File: config.mk
export PLATFORM = sky130hd
export DESIGN_NAME = if_fetch_unit
export DESIGN_NICKNAME = d
export VERILOG_FILES = /design/src/rtl/if_fetch_unit_pkg.sv /design/src/rtl/if_fetch_unit_queue.sv /design/src/rtl/if_fetch_unit.sv
export SDC_FILE = /design/constraint.sdc
export NUM_CORES = 1
export LEC_CHECK = 0
export CAP_MARGIN = 20
export CORE_ASPECT_RATIO = 0.75
export CORE_MARGIN = 5
export CORE_UTILIZATION = 46
export DETAILED_ROUTE_END_ITERATION = 12
export PLACE_DENSITY = 0.88
export SYNTH_ARGS = -nofsm -noshare
export SYNTH_HDL_FRONTEND = slang
export SYNTH_SLANG_ARGS = --single-unit
export TNS_END_PERCENT = 20
File: constraint.sdc
create_clock -name clk -period 3 [get_ports clk]
set_input_delay 0.3 -clock clk [delete_from_list [all_inputs] [get_ports clk]]
set_output_delay 0.3 -clock clk [all_outputs]
set_load 0.02 [all_outputs]
File: src/rtl/if_fetch_unit_pkg.sv
// Shared fetch-stage definitions: reset PC, queue sizing, exception code, queue entry layout.
// The alignment-check option is controlled by the IF_ALIGN_CHECK_EN macro in if_fetch_unit.
package if_fetch_unit_pkg;

    localparam logic [31:0] IF_RESET_PC = 32'h0000_3000;
    localparam int unsigned IF_QDEPTH   = 2;
    localparam int unsigned XLEN        = 32;

    // Address-error-on-load/fetch code consumed by downstream exception logic.
    localparam logic [4:0] EXC_ADEL = 5'd4;

    typedef struct packed {
        logic [XLEN-1:0] instr;
        logic [XLEN-1:0] pc;
        logic            exc;
    } fq_entry_t;

    localparam int unsigned FQ_ENTRY_W = $bits(fq_entry_t);

    // Force an address onto a word boundary.
    function automatic logic [XLEN-1:0] word_align(input logic [XLEN-1:0] addr);
        return {addr[XLEN-1:2], 2'b00};
    endfunction

endpackage

File: src/rtl/if_fetch_unit_queue.sv
// if_fetch_queue: QDEPTH-entry instruction FIFO with synchronous flush.
// Each entry holds {instr, pc, exc}; the head is presented straight from storage flops.
module if_fetch_queue
    import if_fetch_unit_pkg::*;
#(
    parameter int unsigned QDEPTH = IF_QDEPTH
) (
    input  logic                        clk,
    input  logic                        rst,
    input  logic                        flush,
    input  logic                        push,
    input  logic [FQ_ENTRY_W-1:0]       push_data,
    input  logic                        pop,
    output logic                        head_valid,
    output logic [FQ_ENTRY_W-1:0]       head_data,
    output logic [$clog2(QDEPTH):0]     count
);

    localparam int unsigned PW = $clog2(QDEPTH);
    localparam int unsigned CW = PW + 1;

    fq_entry_t     mem_q [QDEPTH];
    fq_entry_t     mem_d [QDEPTH];
    logic [PW-1:0] rd_ptr_q, rd_ptr_d;
    logic [PW-1:0] wr_ptr_q, wr_ptr_d;
    logic [CW-1:0] count_q, count_d;
    logic          do_push;
    logic          do_pop;

    // Next-state for storage, pointers and occupancy; flush wins over push/pop.
    always_comb begin
        mem_d    = mem_q;
        rd_ptr_d = rd_ptr_q;
        wr_ptr_d = wr_ptr_q;
        count_d  = count_q;
        do_pop   = pop && (count_q != '0);
        do_push  = push && ((count_q < CW'(QDEPTH)) || do_pop);
        if (flush) begin
            rd_ptr_d = '0;
            wr_ptr_d = '0;
            count_d  = '0;
        end else begin
            if (do_push) begin
                mem_d[wr_ptr_q] = fq_entry_t'(push_data);
                wr_ptr_d        = wr_ptr_q + PW'(1);
            end
            if (do_pop) begin
                rd_ptr_d = rd_ptr_q + PW'(1);
            end
            count_d = count_q + CW'(do_push) - CW'(do_pop);
        end
    end

    // Queue state registers.
    always_ff @(posedge clk) begin
        if (rst) begin
            for (int i = 0; i < int'(QDEPTH); i++) begin
                mem_q[i] <= '0;
            end
            rd_ptr_q <= '0;
            wr_ptr_q <= '0;
            count_q  <= '0;
        end else begin
            for (int i = 0; i < int'(QDEPTH); i++) begin
                mem_q[i] <= mem_d[i];
            end
            rd_ptr_q <= rd_ptr_d;
            wr_ptr_q <= wr_ptr_d;
            count_q  <= count_d;
        end
    end

    assign head_valid = (count_q != '0);
    assign head_data  = FQ_ENTRY_W'(mem_q[rd_ptr_q]);
    assign count      = count_q;

endmodule

File: src/rtl/if_fetch_unit.sv
// if_fetch_unit: instruction-fetch stage. Owns the PC, issues word reads to imem,
// buffers responses in if_fetch_queue and hands them to ID via valid/ready.
// Optional feature: define IF_ALIGN_CHECK_EN to trap misaligned PCs (adds id_exc port).
module if_fetch_unit
    import if_fetch_unit_pkg::*;
#(
    parameter logic [31:0] RESET_PC = IF_RESET_PC,
    parameter int unsigned QDEPTH   = IF_QDEPTH
) (
    input  logic        clk,
    input  logic        rst,
    output logic        imem_req,
    output logic [31:0] imem_addr,
    input  logic        imem_ready,
    input  logic [31:0] imem_rdata,
    input  logic        redirect,
    input  logic [31:0] redirect_pc,
    output logic        id_valid,
    input  logic        id_ready,
    output logic [31:0] id_instr,
    output logic [31:0] id_pc,
    output logic [31:0] id_pc4
`ifdef IF_ALIGN_CHECK_EN
    ,
    output logic        id_exc
`endif
);

    localparam int unsigned CW = $clog2(QDEPTH) + 1;
    localparam int unsigned OW = CW + 1;

    logic [31:0]           pc_q, pc_d;
    logic [31:0]           inflight_pc_q, inflight_pc_d;
    logic                  inflight_q, inflight_d;
    logic                  inflight_kill_q, inflight_kill_d;
    logic [CW-1:0]         q_count;
    logic [FQ_ENTRY_W-1:0] head_data;
    logic [FQ_ENTRY_W-1:0] push_data;
    fq_entry_t             head;
    fq_entry_t             push_entry;
    logic                  pop;
    logic                  push;
    logic                  issue_ok;
    logic                  misaligned;
    logic                  resp_push;
    logic                  exc_push;
    logic                  accept;
    logic [OW-1:0]         occupancy;
    logic [31:0]           redirect_target;
`ifdef IF_ALIGN_CHECK_EN
    logic                  halt_q, halt_d;
`endif

    // Issue decision, response capture and queue push selection.
    always_comb begin
        pop       = id_valid && id_ready;
        occupancy = OW'(q_count) + OW'(inflight_q) - OW'(pop);
        issue_ok  = !rst && !redirect && (occupancy < OW'(QDEPTH));
`ifdef IF_ALIGN_CHECK_EN
        issue_ok        = issue_ok && !halt_q;
        misaligned      = (pc_q[1:0] != 2'b00);
        redirect_target = redirect_pc;
`else
        misaligned      = 1'b0;
        redirect_target = word_align(redirect_pc);
`endif
        imem_req  = issue_ok && !misaligned;
        accept    = imem_req && imem_ready;
        resp_push = inflight_q && !inflight_kill_q && !redirect;
        // A trap entry waits for any outstanding response so only one push occurs per cycle.
        exc_push  = issue_ok && misaligned && !inflight_q;
        push      = resp_push || exc_push;
        if (resp_push) begin
            push_entry.instr = imem_rdata;
            push_entry.pc    = inflight_pc_q;
            push_entry.exc   = 1'b0;
        end else begin
            push_entry.instr = '0;
            push_entry.pc    = pc_q;
            push_entry.exc   = 1'b1;
        end
        push_data = FQ_ENTRY_W'(push_entry);
    end

    // Next PC and in-flight tracking; redirect has priority over sequential advance.
    always_comb begin
        pc_d            = pc_q;
        inflight_pc_d   = inflight_pc_q;
        inflight_d      = accept;
        inflight_kill_d = inflight_kill_q;
        if (redirect) begin
            pc_d            = redirect_target;
            inflight_kill_d = inflight_q;
        end else if (accept) begin
            pc_d            = pc_q + 32'd4;
            inflight_pc_d   = pc_q;
            inflight_kill_d = 1'b0;
        end
    end

`ifdef IF_ALIGN_CHECK_EN
    // Issue halts after a misaligned-PC trap until the next redirect.
    always_comb begin
        halt_d = halt_q;
        if (redirect) begin
            halt_d = 1'b0;
        end else if (exc_push) begin
            halt_d = 1'b1;
        end
    end
`endif

    // Fetch control registers.
    always_ff @(posedge clk) begin
        if (rst) begin
            pc_q            <= RESET_PC;
            inflight_pc_q   <= '0;
            inflight_q      <= 1'b0;
            inflight_kill_q <= 1'b0;
`ifdef IF_ALIGN_CHECK_EN
            halt_q          <= 1'b0;
`endif
        end else begin
            pc_q            <= pc_d;
            inflight_pc_q   <= inflight_pc_d;
            inflight_q      <= inflight_d;
            inflight_kill_q <= inflight_kill_d;
`ifdef IF_ALIGN_CHECK_EN
            halt_q          <= halt_d;
`endif
        end
    end

    if_fetch_queue #(
        .QDEPTH(QDEPTH)
    ) u_queue (
        .clk        (clk),
        .rst        (rst),
        .flush      (redirect),
        .push       (push),
        .push_data  (push_data),
        .pop        (pop),
        .head_valid (id_valid),
        .head_data  (head_data),
        .count      (q_count)
    );

    assign head     = fq_entry_t'(head_data);
    assign id_instr = head.instr;
    assign id_pc    = head.pc;
    assign id_pc4   = head.pc + 32'd4;

`ifdef IF_ALIGN_CHECK_EN
    assign imem_addr = pc_q;
    assign id_exc    = head.exc;
`else
    assign imem_addr = word_align(pc_q);
    logic unused_c;
    assign unused_c = ^{head.exc, redirect_pc[1:0]};
`endif

endmodule

==> run_results.csv <==
group,metric,value,unit
die,dieHeight,132,µm
route,drc,0,
critical_path,startpoint_type,"register",
sta,setup_viol,0,
sta,post-route-period-util,97.5,%
route,wl_per_cell,16.8,µm
critical_path,arrival,2.63,ns
route,num_vias,8590,
sta,layout_min_cycle_time,2.93,ns
sta,hold_viol_final,0,
placement,placed_area,11500,µm²
placement,hpwl,18500,µm
cts,cts-root-buf,"clkbuf_16",
sta,slew_viol_final,0,
critical_path,critical_path.startpoint,"u_queue.rd_ptr_q",
pwr,power.total,5.69,mW
sta,fmax,342,MHz
placement,dp_slack,-0.0828,ns
die,io_pins,199,
critical_path,crit_path_end_kind,"output pin",
die,dieArea,22800,µm²
cts,cts_sinks,190,
logic_synthesis,synth_edf_count,0,
logic_synthesis,yosys-top-cells-area,"dfxtp_1 42%, nand2_1 10%, a21oi_1 6.8%",
sta,worst_slack,0.0738,ns
sta,tightest_slew,0.718,ns
global_route,grt_pass1_vias,8072,
die,start_util,47.1,%
logic_synthesis,synth_largest_area_cell,"dfxtp_1",
flow_run,maxCapViolCount,0,
pwr,ir_drop,0.304,mV
hold_path,min_from,"rst",
sta,max-slew-margin-rel,52.1,%
die,coreArea,19400,µm²
route,drt_wl_total,26100,µm
logic_synthesis,synth_seq_cells,190,
cts,numCtsBuffers,17,
placement,gp_congestion,0.864,
critical_path,critPathBufInv,2,
layout,diodes,0,
route,drtPass1Iterations,5,
logic_synthesis,syn_area,9150,µm²
logic_synthesis,yosys.area.top_type_share,41.6,%
placement,io_buffer_count,190,
critical_path,cp.required,2.70,ns
critical_path,timing.rr.start,"u_queue.count[1]",
pwr,power_density,469,nW/µm²
hold_path,min-delay-path-class,"in2reg",
route,vias_per_cell,5.52,
route,drtIter0Drc,819,
logic_synthesis,synth_warnings,0,
cts,clk_path_buf_depth,2,
cts,ctsHoldBuffers,0,
logic_synthesis,synth_flop_cell,"dfxtp_1",
layout,final_cell_area,12100,µm²
layout,drive_above_1_share,13.3,%
cts,cts_tree,"yes",
logic_synthesis,syn_area_per_cell,8.19,µm²
layout,mostFrequentLayoutCell,"nand2_1",
critical_path,critPathMaxFanout,5,
logic_synthesis,yosys.cell_types.count,59,
pwr,leakagePower,4.39,nW
cts,clk_pin_slew_worst_paths,0.07,ns
status,status,"complete, no violations",
global_route,grt_max_degree,165,
layout,layout_common_cells,"249 x nand2_1, 188 x dfxtp_1, 165 x clkdlybuf4s50_1, 124 x a21oi_1, 85 x nor2_1",
layout,fin_cells,1556,
route,ant_nets,0,
cts,clk-insertion-delay-late,0.43,ns
critical_path,crit_path_top_delay_cell,"dfxtp_4",
global_route,grt_pass1_wl,41600,µm
sta,rsz0062_at_grt,"yes",
global_route,antenna_found_initial,0,
critical_path,critical_path.top_delay_family,"simple AND/OR/NAND/NOR gates",
logic_synthesis,syn_inst,1117,
logic_synthesis,ys_seq_area_share,41.6,%
critical_path,max_stage_delay,0.38,ns
sta,hold_ws,0.194,ns
layout,area_delta_synth_final,32.5,%
critical_path,path_cells,"mux2_2 -> ha_4 -> nand4b_1 -> a22oi_2 -> buf_4 -> nand2_1 -> nor3_1 -> xnor2_1 -> clkdlybuf4s15_1",
placement,dp_cells,1520,
die,die_w,173,µm
layout,fin_util,62.4,%
layout,nets,1365,
logic_synthesis,synth_async_sr_flop_share,0,%
cts,htree_levels,4,
global_route,overflow,0,
global_route,gr-usage-all-layers,21.7,%
sta,skew,0.0123,ns
die,rows,44,
sta,setup_tns,0,ns
critical_path,crit_type,"reg2out",
## synth_stat cells, drive strengths merged, types with 4 or more instances
cell type / instances
or3: 6
and2: 5
inv: 23
nor3: 15
nor2b: 6
nor2: 86
nand2: 250
nand2b: 6
nand3: 21
and3: 4
xor2: 12
ha: 5
mux2: 52
a32oi: 4
o22ai: 5
a211oi: 60
nand4: 19
a22oi: 5
nand4b: 6
o21ai: 20
dfxtp: 190
a21oi: 124
nand3b: 7
clkbuf: 45
xnor2: 20
nor4: 6
mux2i: 33
buf: 42
a31oi: 12
## power breakdown
group	total [mW]	internal, mW	switching, mW
sequential	2.66	2.58	0.0790
clock	2.37	1.39	0.980
combinational	0.662	0.305	0.357
total	5.69	4.27	1.42
## cells by family (layout without fill, tap and decap cells)
group                    Yosys count  in the layout  synth area share, %
AND/OR/NAND/NOR                  445            445                 22.3
AO/OA/AOI/OAI                    248            248                 16.7
flip-flops                       190            190                 41.6
buffers and inverters            110            291                 5.42
multiplexers                      85             85                 10.0
XOR/XNOR                          32             32                 3.06
adder cells (fa/ha/maj)            6              6                0.903
other                              1              6               0.0410
## path summary, 6_finish.rpt
check | endpoint | slack (ns) | depth (start not counted)
setup / recovery | id_pc4[20] | 0.07 | 9
hold / removal | pc_q[25] | 0.19 | 2
setup reg to reg | pc_q[14] | 0.13 | 12
hold reg to reg | u_queue.mem_q[40] | 0.45 | 2
## registers in the layout (all words and copies together), names as in the netlist
| register | count |
|---|---|
| u_queue.mem_q | 124 |
| u_queue.count | 2 |
| u_queue.rd_ptr_q | 1 |
| inflight_q | 1 |
| pc_q | 30 |
| inflight_pc_q | 30 |
| u_queue.wr_ptr_q | 1 |
| inflight_kill_q | 1 |
## layer usage
metal,vias to the layer above,wire length [µm],track usage (%)
met3,33,2020,5.36
li1,4216,-,-
met5,-,0,0
met1,3985,12500,32.1
met2,356,11300,31.7
met4,0,350,5.63
## timing repair
action	in CTS	in global routing
gates resized for setup	26	27
setup endpoints to repair	21	26
setup buffers	1	3
pin swaps	2	2
## layout make-up
type	count	area, µm²
multi-input combinational	822	4990
inverter	23	88.8
timing repair buffer	236	2300
fill	1617	7310
tap	253	317
clock buffer	20	467
sequential	190	3810
clock inverter	12	159
(Power assumes the default switching activity.)
